[config.mk]
export PLATFORM = sky130hd
export DESIGN_NAME = nibble_packer_flat
export DESIGN_NICKNAME = d
export VERILOG_FILES = /design/src/rtl/nibble_packer_pkg.sv /design/src/rtl/nibble_packer_if.sv /design/src/rtl/nibble_fifo.sv /design/src/rtl/nibble_packer.sv /design/src/flat_wrapper.sv
export SDC_FILE = /design/constraint.sdc
export NUM_CORES = 1
export LEC_CHECK = 0
export CAP_MARGIN = 0
export CORE_ASPECT_RATIO = 2
export CORE_MARGIN = 2
export CORE_UTILIZATION = 25
export CTS_CLUSTER_DIAMETER = 30
export CTS_CLUSTER_SIZE = 30
export DETAILED_ROUTE_END_ITERATION = 7
export PLACE_DENSITY_LB_ADDON = 0.05
export SLEW_MARGIN = 20
export SYNTH_ARGS = -nofsm -noshare
export SYNTH_HDL_FRONTEND = slang
export SYNTH_HIERARCHICAL = 1
export SYNTH_SLANG_ARGS = --single-unit
export TNS_END_PERCENT = 100
[constraint.sdc]
create_clock -name clk -period 4.8 [get_ports clk]
set_input_delay 1.44 -clock clk [delete_from_list [all_inputs] [get_ports clk]]
set_output_delay 1.44 -clock clk [all_outputs]
set_load 0.02 [all_outputs]
[src/rtl/nibble_packer_pkg.sv]
// Shared widths, FSM state encoding and parity helper for the nibble packer.
// NIBBLE_PACKER_PARITY_EN enables the per-word parity output.
package nibble_packer_pkg;

  localparam int NIBBLE_W         = 4;
  localparam int WORD_W           = 32;
  localparam int NIBBLES_PER_WORD = 8;
  localparam int LEN_W            = 4;

  typedef enum logic [1:0] {
    ST_IDLE = 2'd0,
    ST_FILL = 2'd1,
    ST_PUSH = 2'd2
  } state_e;

  function automatic logic word_parity(input logic [WORD_W-1:0] w);
    return ^w;
  endfunction

endpackage

[src/rtl/nibble_packer_if.sv]
// Nibble input / packed word output bundle; master = producer/consumer side, slave = packer.
// NIBBLE_PACKER_PARITY_EN adds the word_parity signal.
interface nibble_packer_if;
  import nibble_packer_pkg::*;

  logic [NIBBLE_W-1:0] nibble_in;
  logic                nibble_valid;
  logic                nibble_ready;
  logic                flush;
  logic [WORD_W-1:0]   word_out;
  logic [LEN_W-1:0]    word_len;
  logic                word_valid;
  logic                word_ready;
  logic                fifo_full;
`ifdef NIBBLE_PACKER_PARITY_EN
  logic                word_parity;
`endif

  modport master (
    output nibble_in, nibble_valid, flush, word_ready,
    input  nibble_ready, word_out, word_len, word_valid, fifo_full
`ifdef NIBBLE_PACKER_PARITY_EN
    , input word_parity
`endif
  );

  modport slave (
    input  nibble_in, nibble_valid, flush, word_ready,
    output nibble_ready, word_out, word_len, word_valid, fifo_full
`ifdef NIBBLE_PACKER_PARITY_EN
    , output word_parity
`endif
  );

endinterface

[src/rtl/nibble_fifo.sv]
// Synchronous FIFO for packed word entries; head output reads as zero while empty.
// A push while full is accepted only together with a pop in the same cycle.
module nibble_fifo #(
  parameter int FIFO_DEPTH = 4,
  parameter int DATA_W     = 36
) (
  input  logic              clk,
  input  logic              reset,
  input  logic              push_i,
  input  logic              pop_i,
  input  logic [DATA_W-1:0] din_i,
  output logic [DATA_W-1:0] dout_o,
  output logic              full_o,
  output logic              empty_o
);

  localparam int AW = $clog2(FIFO_DEPTH);

  logic [DATA_W-1:0] mem_q [FIFO_DEPTH];
  logic [AW:0]       wr_q, wr_d;
  logic [AW:0]       rd_q, rd_d;
  logic              do_push;
  logic              do_pop;

  // Extra pointer bit separates full from empty when the indices match.
  assign empty_o = (wr_q == rd_q);
  assign full_o  = (wr_q[AW] != rd_q[AW]) && (wr_q[AW-1:0] == rd_q[AW-1:0]);
  assign do_pop  = pop_i && !empty_o;
  assign do_push = push_i && (!full_o || do_pop);

  always_comb begin
    wr_d = wr_q + (AW+1)'(do_push);
    rd_d = rd_q + (AW+1)'(do_pop);
  end

  always_ff @(posedge clk) begin
    if (reset) begin
      wr_q <= '0;
      rd_q <= '0;
    end else begin
      wr_q <= wr_d;
      rd_q <= rd_d;
    end
  end

  always_ff @(posedge clk) begin
    if (do_push) mem_q[wr_q[AW-1:0]] <= din_i;
  end

  assign dout_o = empty_o ? '0 : mem_q[rd_q[AW-1:0]];

endmodule

[src/rtl/nibble_packer.sv]
// Packs MSB-first nibbles into 32-bit words and queues them in an output FIFO.
// NIBBLE_PACKER_PARITY_EN adds a stored per-word parity bit on word_parity.
module nibble_packer
  import nibble_packer_pkg::*;
#(
  parameter int FIFO_DEPTH = 4
) (
  input  logic           clk,
  input  logic           reset,
  nibble_packer_if.slave bus
);

`ifdef NIBBLE_PACKER_PARITY_EN
  localparam int ENTRY_W = LEN_W + WORD_W + 1;
`else
  localparam int ENTRY_W = LEN_W + WORD_W;
`endif

  state_e            state_q, state_d;
  logic [LEN_W-1:0]  cnt_q, cnt_d;
  logic [WORD_W-1:0] pack_q, pack_d;
  logic [LEN_W-1:0]  cnt_nx;
  logic              accept;
  logic              fifo_push;
  logic              fifo_pop;
  logic              fifo_full;
  logic              fifo_empty;
  logic [ENTRY_W-1:0] fifo_din;
  logic [ENTRY_W-1:0] fifo_dout;

  assign bus.nibble_ready = (state_q != ST_PUSH);
  assign accept           = bus.nibble_valid && bus.nibble_ready;
  assign cnt_nx           = cnt_q + LEN_W'(accept);
  assign fifo_pop         = bus.word_ready && !fifo_empty;

  always_comb begin
    state_d   = state_q;
    cnt_d     = cnt_q;
    pack_d    = pack_q;
    fifo_push = 1'b0;
    unique case (state_q)
      ST_IDLE, ST_FILL: begin
        if (accept) begin
          pack_d = pack_q | ({bus.nibble_in, {(WORD_W-NIBBLE_W){1'b0}}} >> {cnt_q, 2'b00});
          cnt_d  = cnt_nx;
        end
        if ((cnt_nx == LEN_W'(NIBBLES_PER_WORD)) || (bus.flush && (cnt_nx != '0))) begin
          state_d = ST_PUSH;
        end else if (cnt_nx != '0) begin
          state_d = ST_FILL;
        end
      end
      ST_PUSH: begin
        // A full FIFO still takes the word when the head leaves this cycle.
        if (!fifo_full || fifo_pop) begin
          fifo_push = 1'b1;
          state_d   = ST_IDLE;
          cnt_d     = '0;
          pack_d    = '0;
        end
      end
      default: state_d = ST_IDLE;
    endcase
  end

  always_ff @(posedge clk) begin
    if (reset) begin
      state_q <= ST_IDLE;
      cnt_q   <= '0;
      pack_q  <= '0;
    end else begin
      state_q <= state_d;
      cnt_q   <= cnt_d;
      pack_q  <= pack_d;
    end
  end

`ifdef NIBBLE_PACKER_PARITY_EN
  assign fifo_din = {cnt_q, pack_q, word_parity(pack_q)};
  assign {bus.word_len, bus.word_out, bus.word_parity} = fifo_dout;
`else
  assign fifo_din = {cnt_q, pack_q};
  assign {bus.word_len, bus.word_out} = fifo_dout;
`endif

  nibble_fifo #(
    .FIFO_DEPTH (FIFO_DEPTH),
    .DATA_W     (ENTRY_W)
  ) u_fifo (
    .clk     (clk),
    .reset   (reset),
    .push_i  (fifo_push),
    .pop_i   (fifo_pop),
    .din_i   (fifo_din),
    .dout_o  (fifo_dout),
    .full_o  (fifo_full),
    .empty_o (fifo_empty)
  );

  assign bus.word_valid = !fifo_empty;
  assign bus.fifo_full  = fifo_full;

endmodule
[src/flat_wrapper.sv]
// flat-port wrapper written by rule: the top's interface ports become plain ports
module nibble_packer_flat import nibble_packer_pkg::*;
#(
  parameter int FIFO_DEPTH = 4
)
  (clk, reset, bus_nibble_in, bus_nibble_valid, bus_flush, bus_word_ready, bus_nibble_ready, bus_word_out, bus_word_len, bus_word_valid, bus_fifo_full);
  nibble_packer_if bus_i ();
  input  logic clk;
  input  logic reset;
  input wire logic [$bits(bus_i.nibble_in)-1:0] bus_nibble_in;
  input wire logic [$bits(bus_i.nibble_valid)-1:0] bus_nibble_valid;
  input wire logic [$bits(bus_i.flush)-1:0] bus_flush;
  input wire logic [$bits(bus_i.word_ready)-1:0] bus_word_ready;
  output wire logic [$bits(bus_i.nibble_ready)-1:0] bus_nibble_ready;
  output wire logic [$bits(bus_i.word_out)-1:0] bus_word_out;
  output wire logic [$bits(bus_i.word_len)-1:0] bus_word_len;
  output wire logic [$bits(bus_i.word_valid)-1:0] bus_word_valid;
  output wire logic [$bits(bus_i.fifo_full)-1:0] bus_fifo_full;
  assign bus_i.nibble_in = bus_nibble_in;
  assign bus_i.nibble_valid = bus_nibble_valid;
  assign bus_i.flush = bus_flush;
  assign bus_i.word_ready = bus_word_ready;
  assign bus_nibble_ready = bus_i.nibble_ready;
  assign bus_word_out = bus_i.word_out;
  assign bus_word_len = bus_i.word_len;
  assign bus_word_valid = bus_i.word_valid;
  assign bus_fifo_full = bus_i.fifo_full;
  nibble_packer #(.FIFO_DEPTH(FIFO_DEPTH)) u_core (.clk(clk), .reset(reset), .bus(bus_i));
endmodule
==> results.json <==
{
  "status": "completed",
  "grt_pass1_vias": 4178,
  "synthCells": 395,
  "drt-initial-drc-count": 195,
  "place_hpwl_mm": 10.9,
  "finClkSkew_ns": 0.00969,
  "synth_top_area_cell": "edfxtp_1",
  "place_inst": 798,
  "leakagePower_nw": 2.87,
  "synth_commonest_cells": "edfxtp_1, dfxtp_1, nor2b_1",
  "cts_inserted_buffers": 17,
  "drive_above_1_share": 0.209,
  "yosysWarnings": 6,
  "netlist_area_sq_um": 7320,
  "avgSynthCellArea_sq_um": 18.5,
  "period_minus_slack_ns": 4.02,
  "crit_chain": "buf_4 -> xor2_2 -> nor3_1 -> clkdlybuf4s50_1",
  "synth.most_common_cell": "edfxtp_1",
  "core-area_sq_um": 28800,
  "setup_tns_ns": 0,
  "wire_per_inst_um": 20.7,
  "place_ws_ns": 1.13,
  "synth_edf_count": 144,
  "power.density_nw_per_um2": 406,
  "fin_area_sq_um": 8770,
  "vias": 3657,
  "die_h_um": 246,
  "rows": 88,
  "cts-resized-gates": 0,
  "peakVddDrop_v": 0.000198,
  "final_cells": 830,
  "ant_nets": 0,
  "ios": 48,
  "gr-max-usage-layer": "met2",
  "synthArstFlopShare": 0,
  "synth-main-ff-cell": "edfxtp_1",
  "clockBufferDepth": 2,
  "placed_cell_area_sq_um": 8250,
  "antenna_found_initial": 0,
  "dr.pass1.iters": 4,
  "drcViolationCount": 0,
  "worstPathArrival_ns": 2.58,
  "synth_area_leaders": "edfxtp_1, dfxtp_1, mux4_2, nor2b_1, a22o_1",
  "synth_seq_area_share": 0.711,
  "die_w_um": 125,
  "crit_path_top_delay_cell": "clkdlybuf4s50_1",
  "nets": 472,
  "clk_latency_ns": 0.43,
  "cts_root_buf": "clkbuf_16",
  "grt_max_degree": 37,
  "place_congestion": 0.671,
  "setup_ws_ns": 0.777,
  "grt_use_met1": 0.134,
  "max_freq_mhz": 249,
  "ys_ff_latch": 188,
  "cpPeakStageDelay_ns": 0.72,
  "synthDistinctLibCells": 41,
  "cts_max_level": 4,
  "required_ns": 3.36,
  "end_kind": "output pin",
  "cts_tree": "yes",
  "cts_setup_buffers": 0,
  "rsz0062_at_grt": "false",
  "cp_max_fo": 19,
  "drt-total-wl_mm": 17.2,
  "synth.net_count": 410,
  "tightestPinTransition_ns": 0.639,
  "cp-start-kind": "register",
  "drv_cap": 0,
  "hold_violations": 0,
  "globalRouteMet3Util": 0.0263,
  "crit_type": "register to output pin",
  "initial_core_util": 0.254,
  "io_buffers": 47,
  "fin_crit_sh": 0.838,
  "met2_usage": 0.219,
  "drv_slew": 0,
  "die-area_sq_um": 30700,
  "setup_viol": 0,
  "insertedDiodeCount": 0,
  "grt.overflow.total": 0,
  "hp-class": "register to register",
  "clock-sinks": 188,
  "synth_top_area_frac": 0.591,
  "area_delta_synth_final_pct": 19.9,
  "grt_pass1_wl_mm": 26.5,
  "groute.usage.overall": 0.118,
  "clkTransAtPathRegs_ns": 0.07,
  "viasPerCell": 4.41,
  "max-slew-margin-rel": 0.574,
  "hold_buffers": 0
}
[metal layers]
layer  vias to the layer above  part of all wire
met3                        12             0.019
met2                        48              0.56
li1                       1679                 -
met5                         -                 0
met1                      1918              0.41
met4                         0             0.013
[path summary, 6_finish.rpt]
check	startpoint	end	slack, ns	depth (start not counted)
max	u_core/u_fifo/rd_q[0]$_SDFF_PP0_	bus_fifo_full	0.78	4
min	u_core/pack_q[21]$_SDFFE_PP0P_	u_core/u_fifo/mem_q[0][21]$_DFFE_PP_	0.51	0
max reg2reg	u_core/u_fifo/rd_q[0]$_SDFF_PP0_	u_core/u_fifo/mem_q[3][2]$_DFFE_PP_	1.73	10
min reg2reg	u_core/pack_q[21]$_SDFFE_PP0P_	u_core/u_fifo/mem_q[0][21]$_DFFE_PP_	0.51	0
[cell type report]
| type | count | area, sq um |
|---|---|---|
| inverters | 5 | 18.8 |
| clock inverters | 13 | 95.1 |
| repair buffers | 62 | 596 |
| clock buffers | 19 | 433 |
| multi-input cells | 183 | 1970 |
| flip-flops and latches | 188 | 5210 |
| fillers | 2868 | 20100 |
| well taps | 360 | 450 |
[cells by family (layout without fill, tap and decap cells)]
logic type / after synthesis / count (layout) / share of synthesized area
flip-flops: 188 / 188 / 0.711
AND/OR/NAND/NOR: 90 / 90 / 0.0815
AO/OA/AOI/OAI: 44 / 44 / 0.0509
multiplexers: 36 / 36 / 0.111
buffers and inverters: 24 / 99 / 0.0250
XOR/XNOR: 7 / 7 / 0.0104
adder cells (fa/ha/maj): 6 / 6 / 0.0103
[cells in the final DEF (no fill, tap or decap), types with 3 or more instances in the layout]
cell and count:
a21oi_1 6, xnor2_1 3, nor2b_1 42, nor3_1 3, edfxtp_1 144, clkbuf_16 17, buf_4 14, clkinv_1 4
and3_1 8, nor2_1 13, clkdlybuf4s50_1 47, a22oi_1 3, nor3b_4 3, a22o_1 28, inv_1 5, mux4_2 36
dfxtp_1 42, nand2_1 4, ha_1 6, clkinv_4 5
[power by group]
| group | internal [W] | total [W] | switching [W] |
|---|---|---|---|
| Combinational | 0.000198 | 0.000447 | 0.000249 |
| Sequential | 0.00180 | 0.00184 | 0.0000337 |
| Clock | 0.000666 | 0.00128 | 0.000610 |
[per-stage QoR]
| step | total power (W) | hold slack (ns) | utilization |
|---|---|---|---|
| after CTS | 0.00363 | 0.516 | 0.304 |
| after detailed placement | 0.00234 | 0.501 | 0.286 |
| after global placement | 0.00234 | 0.479 | 0.286 |
| after floorplan | 0.00215 | 0.455 | - |
| after global routing | 0.00372 | 0.526 | 0.304 |
| final | 0.00356 | 0.513 | 0.304 |
[flip-flops by register name, indices dropped and copies added, names as in the netlist]
name,flops
u_core/u_fifo/wr_q,3
u_core/u_fifo/mem_q,144
u_core/u_fifo/rd_q,3
u_core/cnt_q,4
u_core/pack_q,32
u_core/state_q,2
[critical path, delay by kind of cell (launching register included)]
family                    cells  cell delay (ns)
and+or+nand+nor               1             0.52
DFF                           1             0.32
buffers and inverters         2             1.11
xor gates and xnor gates      1             0.19
Note: power is estimated with default switching activity, not from simulation.
